==> config.mk <==
export PLATFORM = sky130hd
export DESIGN_NAME = pmem_line_responder
export DESIGN_NICKNAME = d
export VERILOG_FILES = /design/src/rtl/pmem_line_responder.sv
export SDC_FILE = /design/constraint.sdc
export NUM_CORES = 1
export LEC_CHECK = 0
export CORE_ASPECT_RATIO = 0.7
export CORE_UTILIZATION = 55
export DETAILED_ROUTE_END_ITERATION = 7
export PLACE_DENSITY = 0.83
export SETUP_SLACK_MARGIN = 0.15
export SLEW_MARGIN = 20
export SYNTH_ARGS = -nofsm -noshare
export SYNTH_HDL_FRONTEND = slang
export SYNTH_SLANG_ARGS = --single-unit
==> constraint.sdc <==
create_clock -name clk -period 4.1 [get_ports clk]
set_input_delay 1.23 -clock clk [delete_from_list [all_inputs] [get_ports clk]]
set_output_delay 1.23 -clock clk [all_outputs]
set_load 0.01 [all_outputs]
==> src/rtl/pmem_line_responder.sv <==
// pmem_line_responder: serves 128-bit cache line reads/writes as 8 word beats on a 16-bit memory port.
// Latency: request taken at edge 0, beats in cycles 1..8 (plus memory waits), pmem_resp pulses the cycle after the last beat.
// Backpressure: each beat waits indefinitely for mem_resp; the cache holds its request until pmem_resp.
//
// Ports:
//   clk, reset_n                      clock and asynchronous active-low reset
//   pmem_read/pmem_write/pmem_address line request from the cache (address bits [3:0] ignored)
//   pmem_wdata / pmem_rdata           128-bit lines, word i at bits [16i+15:16i]
//   pmem_resp                         one-cycle completion pulse
//   mem_read/mem_write/mem_address    word strobes and byte address towards memory
//   mem_wdata / mem_rdata / mem_resp  word data and per-beat completion from memory
module pmem_line_responder #(
  parameter int LINE_WORDS = 8,
  parameter int WORD_BYTES = 2
) (
  input  logic         clk,
  input  logic         reset_n,
  input  logic         pmem_read,
  input  logic         pmem_write,
  input  logic [15:0]  pmem_address,
  input  logic [127:0] pmem_wdata,
  output logic [127:0] pmem_rdata,
  output logic         pmem_resp,
  output logic         mem_read,
  output logic         mem_write,
  output logic [15:0]  mem_address,
  output logic [15:0]  mem_wdata,
  input  logic [15:0]  mem_rdata,
  input  logic         mem_resp
);

  localparam int CNT_W = $clog2(LINE_WORDS);

  typedef enum logic [1:0] {
    IDLE    = 2'd0,
    RD_BEAT = 2'd1,
    WR_BEAT = 2'd2,
    RESP    = 2'd3
  } state_t;

  state_t             state_q, state_d;
  logic [CNT_W-1:0]   count_q, count_d;
  logic [15:0]        base_q;
  logic [127:0]       wdata_q;
  logic [127:0]       rd_buf_q, rd_buf_d;
  logic [127:0]       rdata_q;
  logic               capture;
  logic               rd_done;
  logic               last_beat;
  logic [15:0]        beat_addr;

  // Lines never wrap: the highest beat is base + 14, which fits for every aligned base.
  assign beat_addr = base_q + (16'(count_q) * 16'(WORD_BYTES));
  assign last_beat = (count_q == CNT_W'(LINE_WORDS - 1));
  assign pmem_rdata = rdata_q;

  always_comb begin
    state_d     = state_q;
    count_d     = count_q;
    rd_buf_d    = rd_buf_q;
    capture     = 1'b0;
    rd_done     = 1'b0;
    mem_read    = 1'b0;
    mem_write   = 1'b0;
    mem_address = 16'h0000;
    mem_wdata   = 16'h0000;
    pmem_resp   = 1'b0;

    case (state_q)
      IDLE: begin
        // Write wins when both strobes are up; mem_resp is meaningless here.
        if (pmem_write) begin
          capture = 1'b1;
          count_d = '0;
          state_d = WR_BEAT;
        end else if (pmem_read) begin
          capture = 1'b1;
          count_d = '0;
          state_d = RD_BEAT;
        end
      end

      RD_BEAT: begin
        mem_read    = 1'b1;
        mem_address = beat_addr;
        if (mem_resp) begin
          rd_buf_d[count_q*16 +: 16] = mem_rdata;
          if (last_beat) begin
            count_d = '0;
            rd_done = 1'b1;
            state_d = RESP;
          end else begin
            count_d = count_q + 1'b1;
          end
        end
      end

      WR_BEAT: begin
        mem_write   = 1'b1;
        mem_address = beat_addr;
        mem_wdata   = wdata_q[count_q*16 +: 16];
        if (mem_resp) begin
          if (last_beat) begin
            count_d = '0;
            state_d = RESP;
          end else begin
            count_d = count_q + 1'b1;
          end
        end
      end

      RESP: begin
        pmem_resp = 1'b1;
        state_d   = IDLE;
      end

      default: state_d = IDLE;
    endcase
  end

  always_ff @(posedge clk or negedge reset_n) begin
    if (!reset_n) begin
      state_q  <= IDLE;
      count_q  <= '0;
      base_q   <= 16'h0000;
      wdata_q  <= '0;
      rd_buf_q <= '0;
      rdata_q  <= '0;
    end else begin
      state_q  <= state_d;
      count_q  <= count_d;
      rd_buf_q <= rd_buf_d;
      if (capture) begin
        base_q  <= pmem_address & 16'hFFF0;
        wdata_q <= pmem_wdata;
      end
      // Assemble in rd_buf and publish the whole line at once so pmem_rdata
      // keeps the previous line for the duration of the next read.
      if (rd_done) begin
        rdata_q <= rd_buf_d;
      end
    end
  end

endmodule

Yosys cells after proc, flatten, opt, wreduce, memory -nomap -nowiden. Index checks and enable logic that the tools add are counted.

Flip-flop bits (word level): 401. Input bits: 165.

Add/subtract/negate cells: 3. Equal/unequal tests: 7. Shift operators: 3. Multiplexer cells: 24. Reduce and logical (&&, ||, !) cells: 5.

Operators by type and width (count): $mux 128 (2); $bwmux 128 (1); $shift 16x34->128 const A (1); $shiftx 128x8->16 (1); $shiftx 16x34->128 (1); $neg 7->34 (1); $mux 16 (2); $add 16x4->16 (1); $mux 3 (4); $mux 1 (9); $mux 2 (4); $pmux 2 s3 (1); $pmux 3 s2 (1); $reduce_and 3->1 (2); $eq 2x2->1 const B (2); $ne 2x1->1 const B (2); $add 3x1->3 const B (1); $eq 3x3->1 const B (1); $ne 3x3->1 const B (1); $eq 2x1->1 const B (1); $logic_not 2->1 (1); $reduce_bool 2->1 (1); $reduce_or 2->1 (1).

Depth between registers and ports, before layout.
Depth after elaboration: 5. Mapped depth: 11. Gate-level depth less buffers: 6.

Least setup slack after synthesis. Ideal clock, no wire load.

Path type: register to output. From: reg count_q[0]. To: out mem_wdata[14]. Arrival: 1728 ps. Setup slack: 1142 ps. Stages on the path, launching flop included: 6. Path through: dfrtp_1 buf_2 buf_2 buf_4 mux4_2 a22o_1.

Cells in the longest elaborated chain, start to end: 2.

RTL lines: start, declared (RTL line 42) `logic [CNT_W-1:0] count_q, count_d;`; start signal, assigned (RTL line 131) `count_q <= count_d;`; $shiftx 128x8->16 (RTL line 101) `mem_wdata = wdata_q[count_q*16 +: 16];`; $mux 16 (RTL line 69) `case (state_q)`; end, declared (RTL line 27) `output logic [15:0] mem_wdata,`.

Every way passes these cells.

Worst setup path after layout.
From: reg count_q[0]. To: out mem_wdata[7].

The elaborated chain is that of the path after synthesis.

==> metrics.md <==
| Metric | Value |
|---|---|
| Outcome | completed |
| HPWL after detailed placement | 34.36 mm |
| Initial Utilization | 56.43% |
| Clk buf depth | 3 |
| CTS tree | yes |
| Final nets | 1906 |
| Cell at the root of the clock tree | clkbuf_16 |
| Top post-synthesis cells by count | dfrtp_1 (401), mux2_2 (186), o211ai_1 (176), nand2_1 (149), o21ai_0 (96) |
| Pre-antenna DRT Iters | 6 |
| Max Fclk | 263.8 MHz |
| WL final | 51.17 mm |
| Ranking of synthesized cells by area | dfrtp_1 (56%), mux2_2 (12%), o211ai_1 (7.4%) |
| Post-synthesis sequential area ratio | 56.48% |
| Layout cells sized above 1 | 19.80% |
| DIE HEIGHT | 152.4 um |
| # DRC | 0 |
| Initial antenna violation count | 1 |
| Clock Sinks | 401 |
| Min-delay worst type | reg -> reg |
| Leak | 9.410 nW |
| Final period util | 92.45% |
| Startpoint types | register |
| CTS H-tree lvls | 2 |
| Syn Inst Count | 1460 |
| Grt ovf | 0 |
| Flop2flop setup slack | 0.81 ns |
| Yosys warns | 0 |
| Tmin final | 3.790 ns |
| Slew Viols, Final | 0 |
| Synth Area in Adders | 0.7043% |
| Final setup fails | 0 |
| RSZ-0062 raised after global routing | no |
| Hold Vio Cnt, Final | 0 |
| Most frequent cell after synthesis | dfrtp_1 |
| Area growth from synthesis to layout | 28.45% |
| Via count | 13740 |
| WP data arrival | 2.56 ns |
| Pwr Density | 633.2 nW/um2 |
| Final setup margin | 0.3096 ns |
| Vias in the first global route | 13890 |
| Post-route setup TNS | 0 ns |
| Max IR drop VDD | 0.0004887 V |
| Pre-CTS WS | 0.4315 ns |
| Vias/cell | 6.288 |
| Top cell type's share of synthesized area | 56.48% |
| Mux share of post-synthesis cell area | 16.62% |
| Distinct cell type count after synthesis | 44 |
| Cell Area, Synth | 17770 um2 |
| Top_reg_cell synth | dfrtp_1 |
| Full die area | 33040 um2 |
| Per-cell routed wire length | 23.42 um |
| TritonCTS Buffers | 40 |
| Reg clk slew, reported paths | 0.06 ns |
| Syn nets | 1635 |
| Total GRT Usage | 31.51% |
| Simple-gate share of the synthesized area | 7.367% |
| First-pass GRT wire length | 80.74 mm |
| Seq cells post-synth | 401 |
| Clk Latency, worst-skew pair | 0.55 ns |
| I/O pin count | 328 |
| Mean post-synth cell area | 12.17 um2 |
| Crit path kind | reg -> out |
| Max-slew headroom | 30.84% |
| Compound-gate portion of the synthesized area | 15.11% |
| Synth Area in XOR/XNOR | 0% |
| Register Area | 10040 um2 |
| CTS Hold Buffers Added | 0 |
| Area occupied by multi-input gates | 7126 um2 |
| Crit. End Element | primary output |
| RePlAce Congestion | 0.8367 |
| Largest net degree at the start of global routing | 98 |
| Crit-path max FO | 15 |
| Asr flop ratio synth | 100.0% |
| Die Wd | 216.8 um |
| Post-synth EDFFs | 0 |
| Row Count | 54 |
| Area leader, netlist | dfrtp_1 |
| Port buffer count | 322 |
| Worst EP required | 2.87 ns |
| Skew final | 0.02118 ns |
| Placeable Area | 31490 um2 |
| Largest family of logic cells by synthesized area | multiplexers |
| DRT iter0 DRCs | 1358 |
| # fillers | 2123 |
| Max-cap violations | 0 |
| Antenna Nets Post-Route | 0 |
| Worst Max-Slew Pin Slew | 1.037 ns |
-- cell type report --
cell class                      instances  area share (%)
Antenna cell                            2         0.02193
Clock buffer                           58           5.127
Clock inverter                         16          0.8608
Inverter                                5         0.08225
Multi-Input combinational cell        910           31.23
Sequential cell                       401           43.99
Tap cell                              420           2.303
Timing Repair Buffer                  373           16.39
-- worst paths after layout --
kind / startpoint / to / cells past startpoint
hold / removal: rd_buf_q[9]$_DFF_PN0_ / rd_buf_q[9]$_DFF_PN0_ / 2
max in group asynchronous: reset_n / wdata_q[74]$_DFFE_PN0P_ / 2
setup / recovery: count_q[0]$_DFFE_PN0P_ / mem_wdata[7] / 4
setup reg to reg: count_q[0]$_DFFE_PN0P_ / rd_buf_q[126]$_DFF_PN0_ / 7
min in group asynchronous: reset_n / base_q[13]$_DFFE_PN0P_ / 1
hold reg to reg: rd_buf_q[9]$_DFF_PN0_ / rd_buf_q[9]$_DFF_PN0_ / 2
-- worst max-delay path, cell delays in order, from the launching register on --
cell and delay [ns]:
dfrtp_4 0.51, buf_12 0.20, mux4_2 0.52, a22o_1 0.27, clkdlybuf4s50_1 0.51
-- power breakdown --
group	internal, mW	total [mW]	switching (mW)
Sequential	5.08	5.68	0.602
Clock	2.25	3.82	1.57
Combinational	2.48	4.95	2.47
Total	9.80	14.5	4.65
-- per-layer routing --
layer  vias to the layer above  track usage, %  share of wire [%]
li1                       5948               -                  -
met1                      7053           45.49                 42
met2                       629           46.84                 46
met3                       109           7.265                8.3
met4                         0           11.60                3.4
met5                         -               0                  0
-- state kept, by name (all words and copies together) (netlist names) --
register / cells
pmem_rdata: 128
rd_buf_q: 128
wdata_q: 128
base_q: 12
count_q: 3
state_q: 2
-- layout by cell type, fill, tap and decap left out, types with 8 or more instances in the layout --
cell / count
o211ai_1: 176
a31oi_1: 16
buf_12: 10
mux2_2: 186
dfrtp_1: 400
clkbuf_16: 41
buf_4: 40
mux4_2: 32
and2_1: 31
clkbuf_1: 9
nand2_1: 149
o311ai_0: 45
a22o_1: 16
clkdlybuf4s50_1: 321
nor2_1: 18
o21ai_1: 41
clkbuf_8: 8
o21ai_0: 96
ha_1: 10
nand3_1: 45
-- stage by stage --
stage | hold slack (ns) | power, mW | util (%) | area [um2] | cells
floorplan | 0.4462 | 8.783 | - | 17770 | 1460
global placement | 0.4634 | 10.33 | 67.98 | 21400 | 2104
detailed placement | 0.4713 | 10.57 | 67.98 | 21400 | 2104
CTS | 0.4858 | 14.45 | 72.37 | 22780 | 2179
global route | 0.5055 | 15.09 | 72.47 | 22820 | 2184
finish | 0.4874 | 14.45 | 72.48 | 22820 | 2185
-- cells by family (layout without fill, tap and decap cells) --
family / count (synthesis) / in the layout
other: 1 / 3
multiplexers: 231 / 231
AND/OR/NAND/NOR: 272 / 272
adder cells (fa/ha/maj): 10 / 10
AO/OA/AOI/OAI: 396 / 396
flip-flops: 401 / 401
buffers and inverters: 149 / 452
-- what timing repair did --
action | CTS | global route
endpoints found under the setup margin | 16 | 8
gates resized for setup | 1 | 0
setup buffers | 1 | 4
Note: power is estimated with default switching activity, not from simulation.
